[config.mk]
export PLATFORM = sky130hd
export DESIGN_NAME = rom_loader
export DESIGN_NICKNAME = d
export VERILOG_FILES = /design/src/rtl/rom_loader_pkg.sv /design/src/rtl/rom_hold_timer.sv /design/src/rtl/rom_loader.sv
export SDC_FILE = /design/constraint.sdc
export NUM_CORES = 1
export LEC_CHECK = 0
export BUFFER_PORTS_ARGS = -buffer_cell sky130_fd_sc_hd__buf_2
export CAP_MARGIN = 20
export CORE_UTILIZATION = 29
export DETAILED_ROUTE_END_ITERATION = 8
export MAX_ROUTING_LAYER = met4
export PLACE_DENSITY = 0.6
export SLEW_MARGIN = 25
export SYNTH_ARGS = -nofsm -noshare
export SYNTH_HDL_FRONTEND = slang
export SYNTH_HIERARCHICAL = 1
export SYNTH_SLANG_ARGS = --single-unit
export TNS_END_PERCENT = 20
[constraint.sdc]
create_clock -name clk_sys -period 2.51 [get_ports clk_sys]
set_input_delay 0.3765 -clock clk_sys [delete_from_list [all_inputs] [get_ports clk_sys]]
set_output_delay 0.3765 -clock clk_sys [all_outputs]
set_load 0.05 [all_outputs]
[src/rtl/rom_loader_pkg.sv]
// +----------------------------------------------------------------------------+
// | Module   : rom_loader_pkg                                                  |
// | Desc     : Shared state encoding and ioctl address width for rom_loader.   |
// | Revision : 1.0 - initial release                                           |
// +----------------------------------------------------------------------------+
`default_nettype none

package rom_loader_pkg;

  localparam int unsigned c_ioctl_aw = 25;

  typedef enum logic [2:0] {
    IDLE = 3'd0,
    LOAD = 3'd1,
    HOLD = 3'd2,
    DONE = 3'd3,
    ERR  = 3'd4
  } rom_ld_state_t;

endpackage

`default_nettype wire

[src/rtl/rom_hold_timer.sv]
// +----------------------------------------------------------------------------+
// | Module   : rom_hold_timer                                                  |
// | Desc     : Loadable down-counter with a zero flag; stops at zero.          |
// | Revision : 1.0 - initial release                                           |
// +----------------------------------------------------------------------------+
`default_nettype none

module rom_hold_timer #(
  parameter int W = 8
) (
  input  logic         clk_i,
  input  logic         rst_i,
  input  logic         load_i,
  input  logic [W-1:0] load_val_i,
  input  logic         dec_i,
  output logic         zero_o
);

  logic [W-1:0] cnt_q;
  logic [W-1:0] cnt_d;

  always_comb begin
    cnt_d = cnt_q;
    if (load_i) begin
      cnt_d = load_val_i;
    end else if (dec_i && (cnt_q != '0)) begin
      cnt_d = cnt_q - W'(1);
    end
  end

  always_ff @(posedge clk_i) begin
    if (rst_i) begin
      cnt_q <= '0;
    end else begin
      cnt_q <= cnt_d;
    end
  end

  assign zero_o = (cnt_q == '0);

endmodule

`default_nettype wire

[src/rtl/rom_loader.sv]
// +----------------------------------------------------------------------------+
// | Module   : rom_loader                                                      |
// | Desc     : hps_io byte-stream ROM loader with core reset hold and image    |
// |            completeness check. ROM_LOADER_CHECKSUM_EN adds a byte-sum      |
// |            output and an EXP_SUM match condition for a good image.         |
// | Revision : 1.0 - initial release                                           |
// +----------------------------------------------------------------------------+
`default_nettype none

module rom_loader
  import rom_loader_pkg::*;
#(
  parameter int ADDR_W      = 18,
  parameter int ROM_BYTES   = 147456,
  parameter int INDEX       = 0,
  parameter int HOLD_CYCLES = 16
`ifdef ROM_LOADER_CHECKSUM_EN
  ,
  parameter logic [15:0] EXP_SUM = 16'h0000
`endif
) (
  input  logic                  clk_sys,
  input  logic                  reset,
  input  logic                  ioctl_download,
  input  logic                  ioctl_wr,
  input  logic [c_ioctl_aw-1:0] ioctl_addr,
  input  logic [7:0]            ioctl_dout,
  input  logic [15:0]           ioctl_index,
  output logic [ADDR_W-1:0]     dn_addr,
  output logic [7:0]            dn_data,
  output logic                  dn_wr,
  output logic                  core_reset,
  output logic                  rom_ok,
  output logic                  rom_err,
  output logic [ADDR_W:0]       byte_count
`ifdef ROM_LOADER_CHECKSUM_EN
  ,
  output logic [15:0]           checksum
`endif
);

  localparam logic [c_ioctl_aw:0] c_rom_lim   = (c_ioctl_aw + 1)'(ROM_BYTES);
  localparam logic [ADDR_W:0]     c_rom_cnt   = (ADDR_W + 1)'(ROM_BYTES);
  localparam logic [15:0]         c_index     = 16'(INDEX);
  localparam logic [7:0]          c_hold_init = 8'(HOLD_CYCLES - 1);

  rom_ld_state_t state_q;
  rom_ld_state_t state_d;

  logic [ADDR_W-1:0] dn_addr_q;
  logic [7:0]        dn_data_q;
  logic              dn_wr_q;
  logic [ADDR_W:0]   byte_count_q;
  logic              oob_q;
  logic              rom_ok_q;
  logic              rom_err_q;

  logic w_sel;
  logic w_wr_hit;
  logic w_in_range;
  logic w_accept;
  logic w_oob_hit;
  logic w_enter_load;
  logic w_image_good;
  logic w_hold_load;
  logic w_hold_dec;
  logic w_hold_zero;

  assign w_sel        = ioctl_download && (ioctl_index == c_index);
  // The write in the cycle download falls is still in LOAD, so it is accepted.
  assign w_wr_hit     = (state_q == LOAD) && ioctl_wr && (ioctl_index == c_index);
  assign w_in_range   = ({1'b0, ioctl_addr} < c_rom_lim);
  assign w_accept     = w_wr_hit && w_in_range;
  assign w_oob_hit    = w_wr_hit && !w_in_range;
  assign w_enter_load = w_sel && ((state_q == IDLE) || (state_q == DONE) || (state_q == ERR));

`ifdef ROM_LOADER_CHECKSUM_EN
  logic [15:0] checksum_q;

  assign w_image_good = (byte_count_q == c_rom_cnt) && !oob_q && (checksum_q == EXP_SUM);

  always_ff @(posedge clk_sys) begin
    if (reset || w_enter_load) begin
      checksum_q <= 16'h0000;
    end else if (w_accept) begin
      checksum_q <= checksum_q + {8'h00, ioctl_dout};
    end
  end

  assign checksum = checksum_q;
`else
  assign w_image_good = (byte_count_q == c_rom_cnt) && !oob_q;
`endif

  always_comb begin
    state_d     = state_q;
    w_hold_load = 1'b0;
    w_hold_dec  = 1'b0;
    unique case (state_q)
      IDLE: begin
        if (w_sel) state_d = LOAD;
      end
      LOAD: begin
        if (!ioctl_download) begin
          state_d     = HOLD;
          w_hold_load = 1'b1;
        end
      end
      HOLD: begin
        if (w_hold_zero) begin
          state_d = w_image_good ? DONE : ERR;
        end else begin
          w_hold_dec = 1'b1;
        end
      end
      DONE, ERR: begin
        if (w_sel) state_d = LOAD;
      end
      default: state_d = IDLE;
    endcase
  end

  always_ff @(posedge clk_sys) begin
    if (reset) begin
      state_q <= IDLE;
    end else begin
      state_q <= state_d;
    end
  end

  rom_hold_timer #(
    .W (8)
  ) u_hold_timer (
    .clk_i      (clk_sys),
    .rst_i      (reset),
    .load_i     (w_hold_load),
    .load_val_i (c_hold_init),
    .dec_i      (w_hold_dec),
    .zero_o     (w_hold_zero)
  );

  always_ff @(posedge clk_sys) begin
    if (reset) begin
      dn_addr_q    <= '0;
      dn_data_q    <= 8'h00;
      dn_wr_q      <= 1'b0;
      byte_count_q <= '0;
      oob_q        <= 1'b0;
      rom_ok_q     <= 1'b0;
      rom_err_q    <= 1'b0;
    end else begin
      dn_wr_q <= w_accept;
      if (w_accept) begin
        dn_addr_q <= ioctl_addr[ADDR_W-1:0];
        dn_data_q <= ioctl_dout;
      end
      if (w_enter_load) begin
        byte_count_q <= '0;
        oob_q        <= 1'b0;
        rom_ok_q     <= 1'b0;
        rom_err_q    <= 1'b0;
      end else begin
        if (w_accept && (byte_count_q != '1)) begin
          byte_count_q <= byte_count_q + (ADDR_W + 1)'(1);
        end
        if (w_oob_hit) begin
          oob_q <= 1'b1;
        end
        if ((state_q == HOLD) && w_hold_zero) begin
          rom_ok_q  <= w_image_good;
          rom_err_q <= !w_image_good;
        end
      end
    end
  end

  assign dn_addr    = dn_addr_q;
  assign dn_data    = dn_data_q;
  assign dn_wr      = dn_wr_q;
  assign byte_count = byte_count_q;
  assign rom_ok     = rom_ok_q;
  assign rom_err    = rom_err_q;
  assign core_reset = reset || (state_q == IDLE) || (state_q == LOAD) || (state_q == HOLD);

endmodule

`default_nettype wire

# Word level (Yosys, flattened, before mapping)
# Index checks and enable logic that the tools add are counted.
dict set report totals {
  reg_bits 60
  inputBits 53
  out_inout_bits 49
  word_cells 60
}
dict set report classes {
  addsub 2
  order_cmp 1
  eq_ne 9
  n_mux 11
  n_reduce_logical 27
}
# cell n
set op_table {}
lappend op_table {{less-than comparator 25 x 18 -> 1 bit (second input constant)} 1}
lappend op_table {{adder 19 x 1 -> 19 bit (second input constant)} 1}
lappend op_table {{equality test 19 x 18 -> 1 bit (second input constant)} 1}
lappend op_table {{!= test 19 bit (second input constant)} 1}
lappend op_table {{logical NOT 16 bit} 1}
lappend op_table {{two-way mux 3 bit} 4}
lappend op_table {{logical AND 1 bit} 10}
lappend op_table {{case mux 3 bit (3 select lines)} 1}
lappend op_table {{logical NOT 8 bit} 1}
lappend op_table {{two-way mux 4 bit} 2}
lappend op_table {{nonzero test 8 bit} 1}
lappend op_table {{subtractor 8 x 1 -> 8 bit (second input constant)} 1}
lappend op_table {{equality test 3 x 2 -> 1 bit (second input constant)} 2}
lappend op_table {{logical OR 1 bit} 5}
lappend op_table {{two-way mux 1 bit} 4}
lappend op_table {{!= test 2 bit (second input constant)} 2}
lappend op_table {{OR reduction 2 bit} 2}
lappend op_table {{equality test 3 x 1 -> 1 bit (second input constant)} 1}
lappend op_table {{equality test 3 bit (second input constant)} 1}
lappend op_table {{logical NOT 1 bit} 3}
lappend op_table {{logical NOT 3 bit} 1}
lappend op_table {{AND reduction 3 bit} 1}
lappend op_table {{OR reduction 3 bit} 1}
lappend op_table {{!= test 2 x 1 -> 1 bit (second input constant)} 1}
lappend op_table {{nonzero test 2 bit} 1}

# Logic depth before layout (Yosys ltp)
dict set report depth {
  depth_word 6
  depth_mapped 9
  ltp_nobuf 9
}

# By module
# Netlist, hierarchy kept.
# mod instances cells_per_inst area_each_um2 seq_area_each_um2
set by_module_without_submodules {}
lappend by_module_without_submodules {rom_loader 1 305 2494.9 1041.0}
lappend by_module_without_submodules {rom_hold_timer 1 59 515.5 160.2}

# Worst setup path after synthesis
# No wires, ideal clock.
dict set report synth_timing {
  path_type {reg-to-reg}
  start {register u_hold_timer.cnt_q[0]}
  end {register u_hold_timer.cnt_q[7]}
  setup_time_ns 0.134
  arrival_ns 2.232
  required_ns 2.376
  path_slack_ns 0.144
  stages_incl_launch_ff 10
  path_buffers 0
  synth_period_minus_slack_ns 2.366
  cell_sequence {dfxtp_1 > inv_1 > ha_1 > inv_1 > nor4_1 > nor3_1 > or3b_2 > nor3_1 > mux2i_1 > a211oi_1}
}
dict set report synth_between {
  elab_chain_cells 4
  elab_cells_between_ends 6
  cone_classes {add/sub: 1; mux: 2; reduce/logical: 3}
}
# element line_no
set synth_lines {}
lappend synth_lines {{start, declared} rom_hold_timer.sv:19} ;# logic [W-1:0] cnt_q;
lappend synth_lines {{start signal, assigned} rom_hold_timer.sv:35} ;# cnt_q <= cnt_d;
lappend synth_lines {{logical NOT 8 bit} rom_hold_timer.sv:39} ;# assign zero_o = (cnt_q == '0);
lappend synth_lines {{named net w_hold_zero} rom_loader.sv:67} ;# logic w_hold_zero;
lappend synth_lines {{two-way mux 1 bit} rom_loader.sv:110} ;# if (w_hold_zero) begin
lappend synth_lines {{two-way mux 1 bit} rom_loader.sv:99} ;# unique case (state_q)
lappend synth_lines {{named net w_hold_dec} rom_loader.sv:66} ;# logic w_hold_dec;
lappend synth_lines {{logical AND 1 bit} rom_hold_timer.sv:26} ;# end else if (dec_i && (cnt_q != '0)) begin
# The timed path passes the listed nets, and every way through them passes these cells.
# A chain may end at the register's enable or synchronous reset.

# Final worst setup path
dict set report layout_timing {
  start {register state_q[2]}
  end {register byte_count_q[11] (netlist: byte_count[11])}
}
dict set report layout_between {
  elab_chain_cells 5
  elab_cells_between_ends 12
  cone_classes {eq/ne: 3; reduce/logical: 9}
}
# element line_no
set layout_lines {}
lappend layout_lines {{start, declared} rom_loader.sv:47} ;# rom_ld_state_t state_q;
lappend layout_lines {{start signal, assigned} rom_loader.sv:127} ;# state_q <= state_d;
lappend layout_lines {{equality test 3 x 2 -> 1 bit (tied with other cells)} rom_loader.sv:75} ;# assign w_enter_load = w_sel && ((state_q == IDLE) || (state_q == DONE) || (state_q == ERR));
lappend layout_lines {{logical OR 1 bit / logical AND 1 bit (equally long branches) (2 in series)} {rom_loader.sv:75, rom_loader.sv:71}}
lappend layout_lines {{logical AND 1 bit (on tied branches)} {rom_loader.sv:75, rom_loader.sv:73}}
lappend layout_lines {{OR reduction 2 bit (no line) / logical AND 1 bit (equally long branches)} --}
lappend layout_lines {{end signal, assigned} rom_loader.sv:164} ;# byte_count_q <= byte_count_q + (ADDR_W + 1)'(1);
lappend layout_lines {{end, declared} rom_loader.sv:53} ;# logic [ADDR_W:0] byte_count_q;
# Several ways; a longest one is shown, not always the timed one.

==> impl_metrics.json <==
{
  "run_status": "finished, final reports clean",
  "synth.avg_cell_area_um2": 8.27,
  "io_pins": 102,
  "r2r_slack_ns": 0.25,
  "drv_cap": 0,
  "max_slew_margin": 0.535,
  "die_y_um": 104,
  "min_period_over_period": 0.898,
  "cp-start-kind": "register",
  "seq_area_frac_synth": 0.399,
  "routedWlPerCell_um": 13.0,
  "total_power_mw": 1.81,
  "first_iter_violations": 155,
  "clock-root-buffer": "clkbuf_8",
  "syn_to_final_growth_pct": 29.4,
  "postPlaceCellArea_um2": 3710,
  "fmax_mhz": 443,
  "rows": 36,
  "reg2reg_depth": 6,
  "finalSetupViolCount": 0,
  "gp_congestion": 0.882,
  "yosysUniqueCellTypes": 60,
  "synth_warnings": 6,
  "n_antenna_cell": 0,
  "firstDrtPassIters": 4,
  "core_area_um2": 9910,
  "layout_common_cells": "buf_2, nand2_1, dfxtp_1",
  "worstPathArrival_ns": 2.51,
  "p_leak_nw": 1.54,
  "crit_start": "state_q[2]$_SDFFE_PP0P_",
  "insertion_delay_ns": 0.33,
  "tightestPinTransition_ns": 0.698,
  "synthArstFlopShare": 0,
  "synth-main-ff-cell": "dfxtp_1",
  "ys_ff_latch": 60,
  "mostFrequentLayoutCell": "buf_2",
  "layout-drive-gt1-share": 0.337,
  "holdCritPathClass": "input port to register",
  "grt_pass1_vias": 2930,
  "post-cts-setup-buffer-count": 0,
  "clkSinkCount": 60,
  "die_w_um": 104,
  "synth_edf_count": 0,
  "vias": 3086,
  "period_needed_ns": 2.26,
  "r2r-end": "byte_count[11]$_SDFFE_PP0P_",
  "hold_viol_final": 0,
  "cts_buffers": 9,
  "finalClockSkew_ns": 0.00916,
  "drv_slew": 0,
  "cp_max_fo": 22,
  "via_per_inst": 5.00,
  "clk_path_buf_depth": 2,
  "utilization": 0.393,
  "grt_pass1_wl_um": 13400,
  "postSynthCellCount": 364,
  "dp.final_hpwl_um": 5960,
  "h-tree-depth": 3,
  "crit_end": "byte_count[11]$_SDFFE_PP0P_",
  "route.detailed.drc": 0,
  "clkTransAtPathRegs_ns": 0.08,
  "die_area_um2": 10800,
  "grt_max_degree": 28,
  "regToRegStartpoint": "state_q[2]$_SDFFE_PP0P_",
  "antenna_left": 0,
  "peakVddDrop_mv": 0.229,
  "p_per_area_nw_per_um2": 464,
  "overflow": 0,
  "syn-cell-area_um2": 3010,
  "cts_tree": "done",
  "antenna_found_initial": 0,
  "finish.net_count": 536,
  "path_class": "register to register",
  "rsz0062_at_grt": "false",
  "grt_usage": 0.155,
  "min_from": "ioctl_addr[4]",
  "port_buffers": 101,
  "start_util": 0.304,
  "wirelength_um": 7990,
  "design_area_um2": 3900,
  "required_ns": 2.77,
  "cp-end-kind": "register"
}
## cells in the mapped netlist, types with 2 or more instances
cell type	n	share of area
a21oi_1	50	0.083
a311oi_1	3	0.0087
a31oi_1	2	0.0042
and4_1	2	0.0058
buf_1	2	0.0025
buf_4	2	0.0050
buf_6	5	0.019
clkbuf_1	11	0.014
conb_1	2	0.0025
dfxtp_1	60	0.40
ha_1	4	0.017
inv_1	11	0.014
mux2i_1	3	0.010
nand2_1	65	0.081
nand2b_1	6	0.012
nand3_1	12	0.020
nand4_1	11	0.023
nor2_1	11	0.014
nor3_1	5	0.0083
nor3b_1	3	0.0075
nor4_1	7	0.015
nor4_2	6	0.025
nor4b_1	3	0.0087
o2111ai_1	2	0.0058
o211ai_1	3	0.0075
o21a_1	3	0.0075
o21ai_0	15	0.025
o31ai_1	6	0.015
or3_1	5	0.010
or3_2	5	0.012
or4_1	7	0.017
or4_2	2	0.0058
xnor2_1	3	0.0087
## power breakdown
group	switching (mW)	internal, mW	total [mW]
logic	0.0376	0.0352	0.0728
clock network	0.425	0.361	0.786
registers	0.00000104	0.951	0.951
total	0.463	1.35	1.81
## worst max-delay path: stages (launching register included)
cell and delay, ns:
dfxtp_1 0.39, nor3b_4 0.26, nand2_1 0.14, or3_2 0.63, buf_4 0.22, nor4_2 0.31
mux2i_1 0.22
## what timing repair did
action                     4_1_cts  5_1_grt
resized for setup                0        1
hold buffers                     0        0
setup endpoints to repair        0        6
## sequential cells by signal, summed over array words and instances, names as in the netlist
signal,flops
byte_count,19
dn_addr,18
dn_data,8
dn_wr,1
oob_q,1
rom_err,1
rom_ok,1
state_q,3
u_hold_timer/cnt_q,8
## cell families (layout without fill, tap and decap cells)
group | count (synthesis) | in the layout | synth area share
muxes | 3 | 3 | 0.00998
AOI/OAI and AO/OA | 95 | 95 | 0.197
adders and majority gates | 4 | 4 | 0.0166
and+or+nand+nor | 163 | 163 | 0.305
buffers and inverters | 34 | 148 | 0.0611
xor gates and xnor gates | 3 | 3 | 0.00873
other | 2 | 8 | 0.00249
DFF | 60 | 60 | 0.399
## worst min path at each step
stage,to,cells after the start
after floorplan,oob_q$_SDFFE_PP0P_,2
after global placement,dn_addr[11]$_SDFFE_PP0P_,2
after detailed placement,dn_addr[0]$_SDFFE_PP0P_,2
after CTS,dn_addr[4]$_SDFFE_PP0P_,3
after global routing,dn_data[3]$_SDFFE_PP0P_,3
final,dn_addr[4]$_SDFFE_PP0P_,3
## area by class of cell
type / instances / area [um2]
fill: 1091 / 6010
multi-input combinational: 276 / 1660
sequential: 60 / 1200
timing repair buffer: 120 / 648
tap: 133 / 166
clock buffer: 9 / 124
clock inverter: 7 / 52.6
inverter: 12 / 45.0
## per-stage QoR
step	instances	hold WS (ns)	TNS, ns	worst slack, ns
detailed placement	601	0.446	-0.151	-0.0723
global route	617	0.263	0	0.0214
finish	617	0.270	0	0.255
CTS	617	0.258	0	0.0999
global placement	601	0.440	-0.0226	-0.0129
floorplan	370	0.423	0	0.144
## metal layers
| layer | vias to the layer above | part of all wire | global-route usage |
|---|---|---|---|
| li1 | 1551 | - | - |
| met1 | 1430 | 0.48 | 0.196 |
| met2 | 99 | 0.47 | 0.252 |
| met3 | 6 | 0.045 | 0.0320 |
| met4 | 0 | 0.0074 | 0.0398 |
| met5 | - | 0 | - |
(Power assumes the default switching activity.)
